**config.mk**
```make
export PLATFORM = sky130hd
export DESIGN_NAME = manual_time_set
export DESIGN_NICKNAME = d
export VERILOG_FILES = /design/src/rtl/clock_pkg.sv /design/src/rtl/key_debounce.sv /design/src/rtl/manual_time_set.sv
export SDC_FILE = /design/constraint.sdc
export NUM_CORES = 1
export LEC_CHECK = 0
export CORE_UTILIZATION = 46
export DETAILED_ROUTE_END_ITERATION = 10
export MAX_ROUTING_LAYER = met4
export PLACE_DENSITY_LB_ADDON = 0.1
export SLEW_MARGIN = 20
export SYNTH_ARGS = -nofsm -noshare
export SYNTH_HDL_FRONTEND = slang
export SYNTH_SLANG_ARGS = --single-unit
```
**constraint.sdc**
```tcl
create_clock -name div_clk -period 3 [get_ports div_clk]
set_input_delay 0.3 -clock div_clk [delete_from_list [all_inputs] [get_ports div_clk]]
set_output_delay 0.3 -clock div_clk [all_outputs]
set_load 0.01 [all_outputs]
```
**src/rtl/clock_pkg.sv**
```systemverilog
// Shared definitions for the clock block: field encodings, BCD limits, reset time.
// Latency: n/a (types, constants and a combinational BCD step helper).
// Backpressure: n/a.
package clock_pkg;

  // Field being edited. Encoding 3 is unreachable in normal operation.
  typedef enum logic [1:0] {
    FLD_SEC  = 2'd0,
    FLD_MIN  = 2'd1,
    FLD_HOUR = 2'd2,
    FLD_BAD  = 2'd3
  } field_e;

  // Two-digit BCD upper limits for each field.
  localparam logic [7:0] SEC_MAX  = 8'h59;
  localparam logic [7:0] MIN_MAX  = 8'h59;
  localparam logic [7:0] HOUR_MAX = 8'h23;

  // Reset time 23:57:00, shared with the time counter.
  localparam logic [7:0] RST_HOUR = 8'h23;
  localparam logic [7:0] RST_MIN  = 8'h57;
  localparam logic [7:0] RST_SEC  = 8'h00;

  typedef struct packed {
    logic [7:0] hour;
    logic [7:0] min;
    logic [7:0] sec;
  } bcd_time_t;

  // One BCD step up or down with wrap at max_bcd. A value that is not a legal
  // field value (bad low digit or above the limit) is clamped to 00 instead.
  function automatic logic [7:0] bcd_step(input logic [7:0] v,
                                          input logic [7:0] max_bcd,
                                          input logic       down);
    logic [3:0] hi;
    logic [3:0] lo;
    logic [7:0] r;
    hi = v[7:4];
    lo = v[3:0];
    if (lo > 4'd9 || v > max_bcd) begin
      r = 8'h00;
    end else if (!down) begin
      if (v == max_bcd)    r = 8'h00;
      else if (lo == 4'd9) r = {hi + 4'd1, 4'd0};
      else                 r = {hi, lo + 4'd1};
    end else begin
      if (v == 8'h00)      r = max_bcd;
      else if (lo == 4'd0) r = {hi - 4'd1, 4'd9};
      else                 r = {hi, lo - 4'd1};
    end
    return r;
  endfunction

endpackage

```
**src/rtl/key_debounce.sv**
```systemverilog
// Raw button -> 2-FF synchronizer -> debounced level + one-cycle press pulse.
// Latency: 2 + DEB_CYCLES cycles from raw edge to level change; press is combinational on the new level.
// Backpressure: none. Ports: clk, rst (sync, high), key (raw), level (debounced), press (rising-edge pulse).
module key_debounce #(
  parameter int DEB_CYCLES = 20,
  parameter int CNT_W      = 10
) (
  input  logic clk,
  input  logic rst,
  input  logic key,
  output logic level,
  output logic press
);

  localparam logic [CNT_W-1:0] CNT_LAST = CNT_W'(DEB_CYCLES - 1);

  logic             sync1;
  logic             sync2;
  logic             level_q;
  logic             armed;
  logic [CNT_W-1:0] cnt;

  // After reset the key is disarmed: the synchronized input must be seen low
  // for DEB_CYCLES consecutive samples before a press can be accepted, so a
  // button held through reset has to be released and pressed again.
  always_ff @(posedge clk) begin
    if (rst) begin
      sync1   <= 1'b0;
      sync2   <= 1'b0;
      level   <= 1'b0;
      level_q <= 1'b0;
      armed   <= 1'b0;
      cnt     <= '0;
    end else begin
      sync1   <= key;
      sync2   <= sync1;
      level_q <= level;
      if (!armed) begin
        level <= 1'b0;
        if (sync2) begin
          cnt <= '0;
        end else if (cnt == CNT_LAST) begin
          cnt   <= '0;
          armed <= 1'b1;
        end else begin
          cnt <= cnt + 1'b1;
        end
      end else if (sync2 != level) begin
        if (cnt == CNT_LAST) begin
          level <= sync2;
          cnt   <= '0;
        end else begin
          cnt <= cnt + 1'b1;
        end
      end else begin
        cnt <= '0;
      end
    end
  end

  assign press = level & ~level_q;

endmodule

```
**src/rtl/manual_time_set.sv**
```systemverilog
// Manual time editor: debounced sel/inc/dec keys edit a BCD time snapshotted on set-mode entry.
// Latency: raw press to digit change 2 + DEB_CYCLES + 1 cycles; snapshot on the set_active rising edge.
// Backpressure: none; key pulses outside set mode are dropped.
// Ports: div_clk, rst (sync, high), sw0/sw1 mode, key_sel/inc/dec raw, self_* running time in,
//        manual_* edited time out, sel_field (0 sec, 1 min, 2 hour), set_active.
module manual_time_set
  import clock_pkg::*;
#(
  parameter int DEB_CYCLES   = 20,
  parameter int REPEAT_DELAY = 500,
  parameter int REPEAT_RATE  = 100,
  parameter int CNT_W        = 10
) (
  input  logic       div_clk,
  input  logic       rst,
  input  logic       sw0,
  input  logic       sw1,
  input  logic       key_sel,
  input  logic       key_inc,
  input  logic       key_dec,
  input  logic [3:0] self_secL,
  input  logic [3:0] self_secH,
  input  logic [3:0] self_minL,
  input  logic [3:0] self_minH,
  input  logic [3:0] self_hourL,
  input  logic [3:0] self_hourH,
  output logic [3:0] manual_secL,
  output logic [3:0] manual_secH,
  output logic [3:0] manual_minL,
  output logic [3:0] manual_minH,
  output logic [3:0] manual_hourL,
  output logic [3:0] manual_hourH,
  output logic [1:0] sel_field,
  output logic       set_active
);

  localparam logic [CNT_W-1:0] REP_FIRE   = CNT_W'(REPEAT_DELAY);
  // Reloading to DELAY-RATE+1 makes the next match land exactly RATE cycles later.
  localparam logic [CNT_W-1:0] REP_RELOAD = CNT_W'(REPEAT_DELAY - REPEAT_RATE + 1);

  logic sel_lvl, sel_press;
  logic inc_lvl, inc_press;
  logic dec_lvl, dec_press;

  key_debounce #(.DEB_CYCLES(DEB_CYCLES), .CNT_W(CNT_W)) u_deb_sel (
    .clk(div_clk), .rst(rst), .key(key_sel), .level(sel_lvl), .press(sel_press)
  );
  key_debounce #(.DEB_CYCLES(DEB_CYCLES), .CNT_W(CNT_W)) u_deb_inc (
    .clk(div_clk), .rst(rst), .key(key_inc), .level(inc_lvl), .press(inc_press)
  );
  key_debounce #(.DEB_CYCLES(DEB_CYCLES), .CNT_W(CNT_W)) u_deb_dec (
    .clk(div_clk), .rst(rst), .key(key_dec), .level(dec_lvl), .press(dec_press)
  );

  // Auto-repeat: counters run from 0 in the press cycle while the level is high.
  logic [CNT_W-1:0] inc_rep, dec_rep;
  logic             inc_fire, dec_fire;
  logic             inc_evt, dec_evt;

  assign inc_fire = inc_lvl && (inc_rep == REP_FIRE);
  assign dec_fire = dec_lvl && (dec_rep == REP_FIRE);
  assign inc_evt  = inc_press | inc_fire;
  assign dec_evt  = dec_press | dec_fire;

  always_ff @(posedge div_clk) begin
    if (rst || !inc_lvl) inc_rep <= '0;
    else if (inc_fire)   inc_rep <= REP_RELOAD;
    else                 inc_rep <= inc_rep + 1'b1;

    if (rst || !dec_lvl) dec_rep <= '0;
    else if (dec_fire)   dec_rep <= REP_RELOAD;
    else                 dec_rep <= dec_rep + 1'b1;
  end

  // Mode tracking and entry detection.
  logic mode_now;
  logic entry;
  logic edit;

  assign mode_now = !sw0 && sw1;
  assign entry    = mode_now && !set_active;
  // Coincident inc and dec cancel.
  assign edit     = set_active && (inc_evt ^ dec_evt);

  always_ff @(posedge div_clk) begin
    if (rst) set_active <= 1'b0;
    else     set_active <= mode_now;
  end

  // Field-select FSM: state register.
  field_e fld_q, fld_d;

  always_ff @(posedge div_clk) begin
    if (rst) fld_q <= FLD_SEC;
    else     fld_q <= fld_d;
  end

  // Field-select FSM: next state. Entry overrides any sel pulse.
  always_comb begin
    fld_d = fld_q;
    if (entry) begin
      fld_d = FLD_SEC;
    end else begin
      case (fld_q)
        FLD_SEC:  if (set_active && sel_press) fld_d = FLD_MIN;
        FLD_MIN:  if (set_active && sel_press) fld_d = FLD_HOUR;
        FLD_HOUR: if (set_active && sel_press) fld_d = FLD_SEC;
        default:  fld_d = FLD_SEC;
      endcase
    end
  end

  // Field-select FSM: output.
  always_comb begin
    sel_field = fld_q;
  end

  // Time register. Edits use the field selected before any same-cycle sel.
  bcd_time_t time_q, time_d;

  always_comb begin
    time_d = time_q;
    if (entry) begin
      time_d.hour = {self_hourH, self_hourL};
      time_d.min  = {self_minH,  self_minL};
      time_d.sec  = {self_secH,  self_secL};
    end else if (edit) begin
      case (fld_q)
        FLD_SEC:  time_d.sec  = bcd_step(time_q.sec,  SEC_MAX,  dec_evt);
        FLD_MIN:  time_d.min  = bcd_step(time_q.min,  MIN_MAX,  dec_evt);
        FLD_HOUR: time_d.hour = bcd_step(time_q.hour, HOUR_MAX, dec_evt);
        default:  time_d = time_q;
      endcase
    end
  end

  always_ff @(posedge div_clk) begin
    if (rst) begin
      time_q.hour <= RST_HOUR;
      time_q.min  <= RST_MIN;
      time_q.sec  <= RST_SEC;
    end else begin
      time_q <= time_d;
    end
  end

  assign manual_hourH = time_q.hour[7:4];
  assign manual_hourL = time_q.hour[3:0];
  assign manual_minH  = time_q.min[7:4];
  assign manual_minL  = time_q.min[3:0];
  assign manual_secH  = time_q.sec[7:4];
  assign manual_secL  = time_q.sec[3:0];

endmodule

```
Word level (Yosys, flattened, before mapping)
Index checks and enable logic that the tools add are counted.
- input port bits: 31
- register bits: 92
- output and inout port bits: 27
- add/sub/neg operators: 17
- bitwise gates (word level): 12
- multiplexer cells: 50
- order comparisons: 6
- equal/unequal tests: 22
- reduce and logical (&&, ||, !) cells: 45
- operators by type and width (kind ; count):
    8-bit 2-to-1 mux ; 21
    10-bit 2-to-1 mux ; 12
    10-bit by 1-bit adder with 10-bit output, second input constant ; 5
    24-bit 2-to-1 mux ; 2
    10-bit by 5-bit == test with 1-bit output, second input constant ; 3
    4-bit by 1-bit adder with 4-bit output, second input constant ; 6
    8-bit zero test ; 3
    4-bit by 1-bit subtractor with 4-bit output, second input constant ; 6
    10-bit by 9-bit == test with 1-bit output, second input constant ; 2
    9-bit 2-to-1 mux ; 2
    8-bit by 7-bit == test with 1-bit output, second input constant ; 2
    8-bit by 7-bit > comparator with 1-bit output, second input constant ; 2
    5-bit by 1-bit inequality test with 1-bit output, second input constant ; 3
    5-bit nonzero test ; 3
    4-bit == test, second input constant ; 3
    4-bit > comparator, second input constant ; 3
    4-bit zero test ; 3
    2-bit AND reduction ; 6
    4-bit AND reduction ; 3
    2-bit OR reduction ; 6
    1-bit 2-to-1 mux ; 9
    8-bit by 6-bit == test with 1-bit output, second input constant ; 1
    8-bit by 6-bit > comparator with 1-bit output, second input constant ; 1
    2-bit nonzero test ; 4
    other kinds (15) ; 41

Longest topological paths before layout
Gate-level depths: netlist of run 1.
- depth after elaboration: 8
- gate-level depth with buffers: 10

By module
A second synthesis of run 1 with hierarchy kept.
- cell total of the unflattened synthesis: 647
- area, all modules: 5366.4 um^2
- by module, submodules not included (module ; cells each ; seq. area each (um^2) ; instances ; area each (um^2)):
    manual_time_set ; 452 ; 940.9 ; 1 ; 3485.8
    key_debounce ; 65 ; 300.3 ; 3 ; 626.9

Least setup slack after synthesis of run 1
Ideal clock, no wire load.
- kind: flip-flop to flip-flop
- start: reg time_q, in the netlist manual_hourL[0]
- end: reg time_q, in the netlist manual_hourH[2]
- data required time: 2.866 ns
- buffers on the path: 1
- setup time: 0.134 ns
- slack: 0.693 ns
- cell stages (with the launch flop): 10
- data arrival time: 2.172 ns
- path through: dfxtp_1 > inv_1 > ha_1 > or2_2 > a21oi_1 > or3_1 > clkbuf_1 > o31ai_1 > o311ai_0 > o31ai_1
- word-level cells in the longest chain between the ends: 7
- elaborated cells on any way between the ends: 17
- RTL lines (item ; line ; RTL):
    start: declaration ; manual_time_set.sv:119 ; bcd_time_t time_q, time_d;
    start signal: assignment ; manual_time_set.sv:143 ; time_q <= time_d;
    parallel branches: the longest is 7 deep, another holds 8-bit by 6-bit > comparator with 1-bit output ; -- ;
Parallel ways; which one is timed is not known. The select of a mux whose other input is x is not followed.
A chain may end at the register's enable or synchronous reset.

Worst setup path in the final report of run 1
Same ends and word-level chain as after synthesis.

==> results of run 1 <==
==> per-layer routing <==
| metal | GRT usage | vias up |
|---|---|---|
| met1 | 0.278 | 2165 |
| met5 | - | - |
| li1 | - | 2329 |
| met2 | 0.358 | 113 |
| met3 | 0.0609 | 10 |
| met4 | 0.0665 | 0 |
==> placed cells by master (no fill, tap or decap), drive strengths merged, types with 7 or more instances in the layout <==
cell type       n
xor2           29
clkbuf         10
o21ai          17
a211oi         10
or3            11
nand2          46
nand4          12
clkdlybuf4s50  57
nor3           18
ha             22
and3           14
xnor2          17
dfxtp          92
nor2           79
a21oi          34
nor2b          11
buf             8
nand3          39
a31oi           7
o31ai           9
inv            24
==> flip-flops by register name, indices dropped and copies added, names as in the netlist, 10 cells and up <==
signal and count:
dec_rep 10, inc_rep 10, u_deb_dec.cnt 10, u_deb_inc.cnt 10
u_deb_sel.cnt 10
==> layout make-up <==
cell class / instances / area (µm²)
clock buffers: 10 / 138
clock inverters: 4 / 98.8
fillers: 1017 / 4770
inverters: 24 / 90.1
multi-input cells: 478 / 3130
flip-flops and latches: 92 / 1840
well taps: 140 / 175
repair buffers: 65 / 643
==> stage by stage <==
stage               utilization  worst slack, ns  power, mW
floorplan                     -            0.693       1.50
global placement          0.540            0.503       1.62
detailed placement        0.540            0.430       1.63
CTS                       0.562            0.467       2.63
global route              0.562            0.236       2.72
finish                    0.562            0.468       2.59
==> worst reg2reg max path: stages (launching register included) <==
cell and delay, ns:
dfxtp_1 0.54, inv_1 0.14, ha_1 0.26, or2_2 0.30, a21oi_1 0.25, or3_1 0.28
o31ai_1 0.15, o311ai_0 0.36, o31ai_1 0.12
==> worst max path at each step <==
| stage | end | slack (ns) |
|---|---|---|
| final | manual_hourH[2] | 0.47 |
| after global routing | manual_hourH[2] | 0.24 |
| after CTS | manual_hourH[2] | 0.47 |
| after detailed placement | manual_hourH[2] | 0.43 |
| after global placement | manual_minH[2] | 0.50 |
| after floorplan | manual_hourH[2] | 0.69 |
==> cell families (layout without fill, tap and decap cells) <==
| group | count (synthesis) | count (layout) | share of synthesized area |
|---|---|---|---|
| and+or+nand+nor | 273 | 273 | 0.269 |
| AOI/OAI and AO/OA | 130 | 130 | 0.184 |
| DFF | 92 | 92 | 0.356 |
| buffers and inverters | 49 | 103 | 0.0411 |
| xor gates and xnor gates | 46 | 46 | 0.0815 |
| adders and majority gates | 22 | 22 | 0.0532 |
| muxes | 7 | 7 | 0.0143 |
==> where the power goes <==
group | switching [mW] | internal, mW
registers | 0.0506 | 1.25
clock network | 0.424 | 0.568
logic | 0.152 | 0.149
==> results by group, run 1 <==
Run status
  – Status: completed

Synth
  – Commonest cells post-synth: 92 x dfxtp_1, 79 x nor2_1, 46 x nand2_1
  – Register bit total from synthesis: 92
  – Post-synth EDFFs: 0
  – Netlist cell types: 71
  – Count leader, synth: dfxtp_1
  – Net Count, Synth: 672
  – Sequential share of the synthesized area: 0.356
  – Primary FF master, synth: dfxtp_1
  – Yosys Warn Count: 0
  – Post-synth ARST share: 0
  – Area leader, netlist: dfxtp_1
  – Post-synthesis area per instance: 8.36 µm²
  – Mapped Cells: 619
  – Top cell type's share of synthesized area: 0.356
  – Area contributors post-synth: dfxtp_1 36%, nor2_1 5.7%, ha_1 5.3%
  – Post-Syn Area: 5170 µm²

Cells and area
  – Final cell count without fillers: 813
  – Diode count: 0
  – Final instance area: 6120 µm²
  – Final nets: 723
  – Area Overhead vs Synth: 18.3%
  – Share of layout cells above drive strength 1: 0.0684

Worst setup path
  – Crit-path leading delay family: compound AO/OA/AOI/OAI gates
  – Buf/Inv on CP: 1
  – Critical Path Stages: 8
  – Slowest stage delay, CP: 0.54 ns
  – Critical path required time: 3.24 ns
  – Worst r2r dst: manual_hourH[2]
  – CP max FO: 9
  – CP Class: register to register
  – CP Launch Point: manual_hourL[0]
  – Worst setup EP type: register
  – Crit path launch type: register
  – Most common cell on crit path: o31ai_1
  – Worst path cell trace: inv_1 -> ha_1 -> or2_2 -> a21oi_1 -> or3_1 -> o31ai_1 -> o311ai_0 -> o31ai_1
  – R2r worst-path depth: 8
  – Crit path max-delay cell type: dfxtp_1
  – Worst reg2reg path startpoint: manual_hourL[0]
  – Arrival time at the worst endpoint: 2.77 ns
  – R2r setup slk: 0.47 ns

Clocking
  – Worst skew pair latency: 0.37 ns
  – CTS root buffer: clkbuf_8
  – Clock transition at the registers of the reported paths: 0.08 ns
  – Clk buf depth: 2
  – TritonCTS clock tree: built
  – Post-cts repair resize count: 0
  – H-Tree Depth: 3
  – TritonCTS buffer count: 9
  – Hold-fix buffers, CTS: 0
  – Sink Count: 92
  – Post-CTS setup buffers: 0

STA
  – Final setup violation count: 0
  – TNS Setup: 0 ns
  – Minimum clock period: 2.53 ns
  – Clock skew: 0.00896 ns
  – Final hold violation count: 0
  – Normalized max-slew margin: 0.467
  – RSZ-0062 raised after global routing: false
  – Final hold slack: 0.450 ns
  – Period utilisation layout: 0.844
  – Max Slew Vio Count: 0
  – Worst-Margin Slew: 0.798 ns
  – Max Clock Freq: 0.395 GHz

Detailed routing
  – Drt initial violations: 225
  – Vias per cell: 5.68
  – Met2 WL: 5.68 mm
  – Max layer used: met4
  – Avg WL per Cell: 14.9 µm
  – WL met3: 658 µm
  – DR vias: 4,617
  – DRC: 0
  – Initial DRT Pass Iterations: 4
  – Final ANT Viol Nets: 0
  – WL final: 12.1 mm
  – Metal-1 WL: 5.60 mm

Die
  – Die H: 108 µm
  – Die width: 108 µm
  – Die area: 11,700 µm²
  – # rows: 38
  – Core Area: 10,900 µm²
  – Starting Density: 0.475
  – IO Count: 58

Global routing
  – GRT Resource Usage Total: 0.225
  – Vias in the first global route: 4,324
  – GRT Residual Overflow: 0
  – First-pass GRT wire length: 20.2 mm
  – Pin count of the biggest net entering global routing: 37
  – Initial antenna violation count: 0

Placed design
  – Port bufs: 57
  – Placed Area: 5880 µm²
  – Hpwl dp: 8.73 mm
  – Placed cell count: 799
  – Placer Congestion: 0.917

Power
  – VDD IR max: 330 µV
  – Leak pwr: 2.20 nW
  – PwrDens: 424 nW/µm²

Min path
  – Worst Hold Path EP: u_deb_sel.sync2
  – Hold Path Origin: u_deb_sel.sync1
  – Hold Path Depth: 1
  – Hold Path Class: register to register

Run
  – Max_cap viols: 0
Note: power is estimated with default switching activity, not from simulation.
==> run 2: changes to the inputs <==
Clock period 3 ns to 2.2 ns, I/O delays scaled along.
==> results by group, run 2 (same netlist as run 1, synthesis figures left out) <==
Run status
  – Status: finished with violations
  – Failing checks: negative setup slack

STA
  – Minimum clock period: 2.27 ns (-0.261 ns)
  – RSZ-0062 raised after global routing: true
  – Final Worst Setup Slack: -0.0707 ns (-0.539 ns)
  – Normalized max-slew margin: 0.683 (+0.215)
  – Final setup violation count: 5 (+5)
  – Clock skew: 0.00982 ns (+0.000864 ns)
  – Worst-Margin Slew: 0.476 ns (-0.322 ns)
  – Period utilisation layout: 1.03 (+0.188)
  – Final hold violation count: 0 (unchanged)
  – Max Slew Vio Count: 0 (unchanged)
  – Max Clock Freq: 0.440 GHz (+11%)

Detailed routing
  – DR vias: 4,887 (+5.8%)
  – DRC: 0 (unchanged)
  – WL final: 13.2 mm (+8.9%)
  – Final ANT Viol Nets: 0 (unchanged)
  – WL met3: 475 µm (-28%)
  – Metal-1 WL: 6.44 mm (+15%)
  – Vias per cell: 5.60 (-1.4%)
  – Avg WL per Cell: 15.1 µm (+1.4%)
  – Initial DRT Pass Iterations: 6 (+2)
  – Max layer used: met4
  – Met2 WL: 6.06 mm (+6.7%)
  – Drt initial violations: 279 (+24%)

Die
  – Core Area: 10,900 µm² (unchanged)
  – Die width: 108 µm (unchanged)
  – Die H: 108 µm (unchanged)
  – # rows: 38 (unchanged)
  – Die area: 11,700 µm² (unchanged)
  – Starting Density: 0.475 (unchanged)
  – IO Count: 58 (unchanged)

Cells and area
  – Area Overhead vs Synth: 32.2%
  – Share of layout cells above drive strength 1: 0.201 (+0.132)
  – Most common cell after layout, fill and taps aside: dfxtp_1
  – Final instance area: 6840 µm² (+12%)
  – Final nets: 782 (+8.2%)
  – Post-layout util: 0.628 (+0.0660)
  – Commonest non-fill, non-tap cells in the layout: 87 x dfxtp_1, 78 x nor2_1, 62 x buf_4
  – Diode count: 0 (unchanged)
  – Final cell count without fillers: 873 (+7.4%)

Placed design
  – Hpwl dp: 9.44 mm (+8.2%)
  – Worst slack, placed: -0.0652 ns (-0.495 ns)
  – Placer Congestion: 0.873 (-4.8%)
  – Placed cell count: 852 (+6.6%)
  – Placed Area: 6280 µm² (+6.8%)
  – Port bufs: 57 (unchanged)

Clocking
  – Clock transition at the registers of the reported paths: 0.09 ns (about the same)
  – Clk buf depth: 2 (unchanged)
  – TritonCTS clock tree: built
  – Sink Count: 92 (unchanged)
  – H-Tree Depth: 3 (unchanged)
  – CTS root buffer: clkbuf_8
  – TritonCTS buffer count: 9 (unchanged)
  – Worst skew pair latency: 0.38 ns (about the same)

Global routing
  – GRT Resource Usage Total: 0.238 (+0.0133)
  – Initial antenna violation count: 0 (unchanged)
  – GRT Residual Overflow: 0 (unchanged)
  – First-pass GRT wire length: 21.3 mm (+5.8%)
  – Pin count of the biggest net entering global routing: 37 (unchanged)
  – Vias in the first global route: 4,517 (+4.5%)

Worst setup path
  – Crit path launch type: register
  – Worst setup EP type: register
  – Critical path required time: 2.48 ns (-0.76 ns)
  – CP Class: register to register
  – Arrival time at the worst endpoint: 2.55 ns (-0.22 ns)
  – CP max FO: 5 (-4)

Power
  – Leak pwr: 2.58 nW (+17%)
  – VDD IR max: 561 µV (+70%)
  – PwrDens: 538 nW/µm² (+27%)
  – Pwr Total: 3.68 mW (+42%)

Run
  – Max_cap viols: 0 (unchanged)

Min path
  – Hold Path Class: input pin to register
## run 2: what timing repair did
| action | in CTS | in global routing |
|---|---|---|
| hold buffers | 0 | 0 |
| setup endpoints to repair | 15 | 23 |
| buffers inserted | 3 | 4 |
| pin swaps | 4 | 15 |
| resized for setup | 18 | 44 |
## run 2: final cells by class
class	instances	area [µm²]
Tap cell	140	175
Sequential cell	92	1850
Timing Repair Buffer	124	1110
Fill cell	931	4050
Inverter	24	90.1
Clock buffer	10	138
Multi-Input combinational cell	478	3370
Clock inverter	5	108
## run 2: power by group
| part | internal (mW) | switching, mW | leakage [nW] | total, mW |
|---|---|---|---|---|
| Combinational | 0.255 | 0.269 | 1.71 | 0.524 |
| Clock | 0.786 | 0.627 | 0.123 | 1.41 |
| Sequential | 1.70 | 0.0407 | 0.748 | 1.74 |
## run 2: routing by layer
| layer | up-vias | global-route usage |
|---|---|---|
| met5 | - | - |
| met4 | 0 | 0.0871 |
| met3 | 16 | 0.0386 |
| met2 | 98 | 0.363 |
| met1 | 2322 | 0.317 |
| li1 | 2451 | - |
## run 2: path summary, 6_finish.rpt
kind	start	to	slack, ns	cells past startpoint
setup reg to reg	dec_rep[0]	manual_minH[2]	-0.07	11
hold reg to reg	u_deb_sel.sync1	u_deb_sel.sync2	0.45	1
setup / recovery	dec_rep[0]	manual_minH[2]	-0.07	11
hold / removal	self_secL[0]	manual_secL[0]	0.41	3
## run 2: critical path: stages (launching register included)
cell,delay (ns)
dfxtp_2,0.33
inv_2,0.05
ha_1,0.14
nand4bb_1,0.15
buf_4,0.18
o41ai_4,0.32
buf_4,0.20
and2_4,0.15
nor3_4,0.05
buf_4,0.14
a2111o_1,0.27
a21o_1,0.17
## run 2: through the flow
step / setup TNS, ns / hold slack (ns)
6_report: -0.144 / 0.406
3_3_place_gp: -0.0844 / 0.427
4_1_cts: -0.0870 / 0.391
5_1_grt: -1.55 / 0.428
2_1_floorplan: 0 / 0.296
3_5_place_dp: -0.264 / 0.424
==> variant: new RTL, config.mk and constraints of run 1 <==
`CNT_W` is set to 10 in 2 places; all go to 5.
--- a/src/rtl/key_debounce.sv
+++ b/src/rtl/key_debounce.sv
@@ -3,7 +3,7 @@
 // Backpressure: none. Ports: clk, rst (sync, high), key (raw), level (debounced), press (rising-edge pulse).
 module key_debounce #(
   parameter int DEB_CYCLES = 20,
-  parameter int CNT_W      = 10
+  parameter int CNT_W      = 5
 ) (
   input  logic clk,
   input  logic rst,
--- a/src/rtl/manual_time_set.sv
+++ b/src/rtl/manual_time_set.sv
@@ -9,7 +9,7 @@
   parameter int DEB_CYCLES   = 20,
   parameter int REPEAT_DELAY = 500,
   parameter int REPEAT_RATE  = 100,
-  parameter int CNT_W        = 10
+  parameter int CNT_W        = 5
 ) (
   input  logic       div_clk,
   input  logic       rst,
Check against the original RTL: same outputs for any inputs over 10 cycles, from zero or initial values and one cycle with rst high; that may be too few to reach the edited logic, so the function may still have changed.
==> variant against run 1 <==
  * Routed wire length down 20%
  * Synthesized area down 22%
  * Sequential cell count is 25 lower
  * Final area down 20%
  * Combinational power grew 28%
  * Total power is 13% lower
  * First-iteration DRC count decreased by 16%
  * Setup slack worse by 0.12 ns
  * Die area fell by 22%
  * Clock skew grew 0.0011 ns
==> variant: results (changes against run 1) <==
| Metric | Value |
|---|---|
| Ranking of synthesized cells by area | `dfxtp_1 33%, ha_1 6.8%, nor2_1 4.1%` |
| Clk_lat worst skew | `0.34 ns (-0.03 ns)` |
| Pleak | `1.83 nW (-17%)` |
| VDD IR-drop max | `306 uV (-7.3%)` |
| Sequential fraction of the synthesis area | `33.3% (-2.4 points)` |
| CORE AREA | `0.00834 sq mm (-23%)` |
| GR Util met3 | `4.31% (-1.8 points)` |
| Placed Area | `0.00468 sq mm (-20%)` |
| Layout cells sized above 1 | `8.94% (+2.1 points)` |
| R2r setup slk | `0.35 ns (-0.12 ns)` |
| Synth cell types | `76 (+7.0%)` |
| GPL Wtd Cong | `0.864 (-5.8%)` |
| Nets | `585 (-19%)` |
| Final min period | `2.65 ns (+0.117 ns)` |
| Worst-margin pin slew | `0.916 ns (+0.118 ns)` |
| Pwr Total | `2.25 mW (-13%)` |
| Fill count | `767 (-25%)` |
| Post-DP HPWL | `6.81 mm (-22%)` |
| Net Count, Synth | `533 (-21%)` |
| Outcome | `finished, final reports clean` |
| Multiplexer share of the synthesized area | `2.79% (+1.4 points)` |
| Detailed Route WL | `9.67 mm (-20%)` |
| Total track usage | `23.0% (+0.49 points)` |
| Hold Crit Endpoint | `u_deb_inc.sync2` |
| Arrival time of the worst setup path | `2.90 ns (+0.13 ns)` |
| Crit path max fanout | `19 (+10)` |
| Xor-xnor portion of the synthesized cell area | `5.86% (-2.3 points)` |
| Worst R2R Start | `dec_rep[0]` |
| Via density | `5.72 (+0.74%)` |
| Vias in the first global route | `3,395 (-21%)` |
| Min-delay src | `u_deb_inc.sync1` |
| Compound-gate portion of the synthesized area | `23.8% (+5.4 points)` |
## variant: cell types whose count changed after synthesis, sizes merged, moves of 7 or more
cell   before  now
and3       14    3
xor2       29   11
inv        24   32
nand2      46   29
nor2       79   45
nand3      39   17
nand4      12    3
dfxtp      92   67
o31ai       9    2
## variant: cells by family (layout without fill, tap and decap cells)
kind of cell | count (synthesis) | count (layout)
adders and majority gates | 22 | 22
DFF | 67 | 67
muxes | 11 | 11
and+or+nand+nor | 167 | 167
AOI/OAI and AO/OA | 131 | 131
xor gates and xnor gates | 27 | 27
buffers and inverters | 55 | 112
## variant: routing by layer
metal | up-vias | part of all wire (%)
met5 | - | 0
met1 | 1732 | 48
li1 | 1845 | -
met2 | 88 | 47
met3 | 8 | 4.4
met4 | 0 | 0.79
## variant: final cells by class
| type | count | area share [%] |
|---|---|---|
| sequential | 67 | 27.3 |
| inverter | 32 | 2.45 |
| clock inverter | 7 | 2.12 |
| clock buffer | 9 | 2.52 |
| timing repair buffer | 64 | 12.6 |
| multi-input combinational | 358 | 50.3 |
| tap | 105 | 2.68 |
## variant: report_power, final
group / switching [mW] / total (mW) / leakage (nW) / internal, mW
combinational: 0.194 / 0.383 / 1.17 / 0.189
clock: 0.398 / 0.881 / 0.116 / 0.483
sequential: 0.0598 / 0.985 / 0.546 / 0.925
## variant: stage by stage
step | cells | hold WS [ns] | util, %
after floorplan | 480 | 0.376 | -
after global placement | 626 | 0.422 | 56.1
after detailed placement | 626 | 0.436 | 56.1
after CTS | 642 | 0.455 | 58.8
after global routing | 642 | 0.468 | 58.8
final | 642 | 0.452 | 58.8
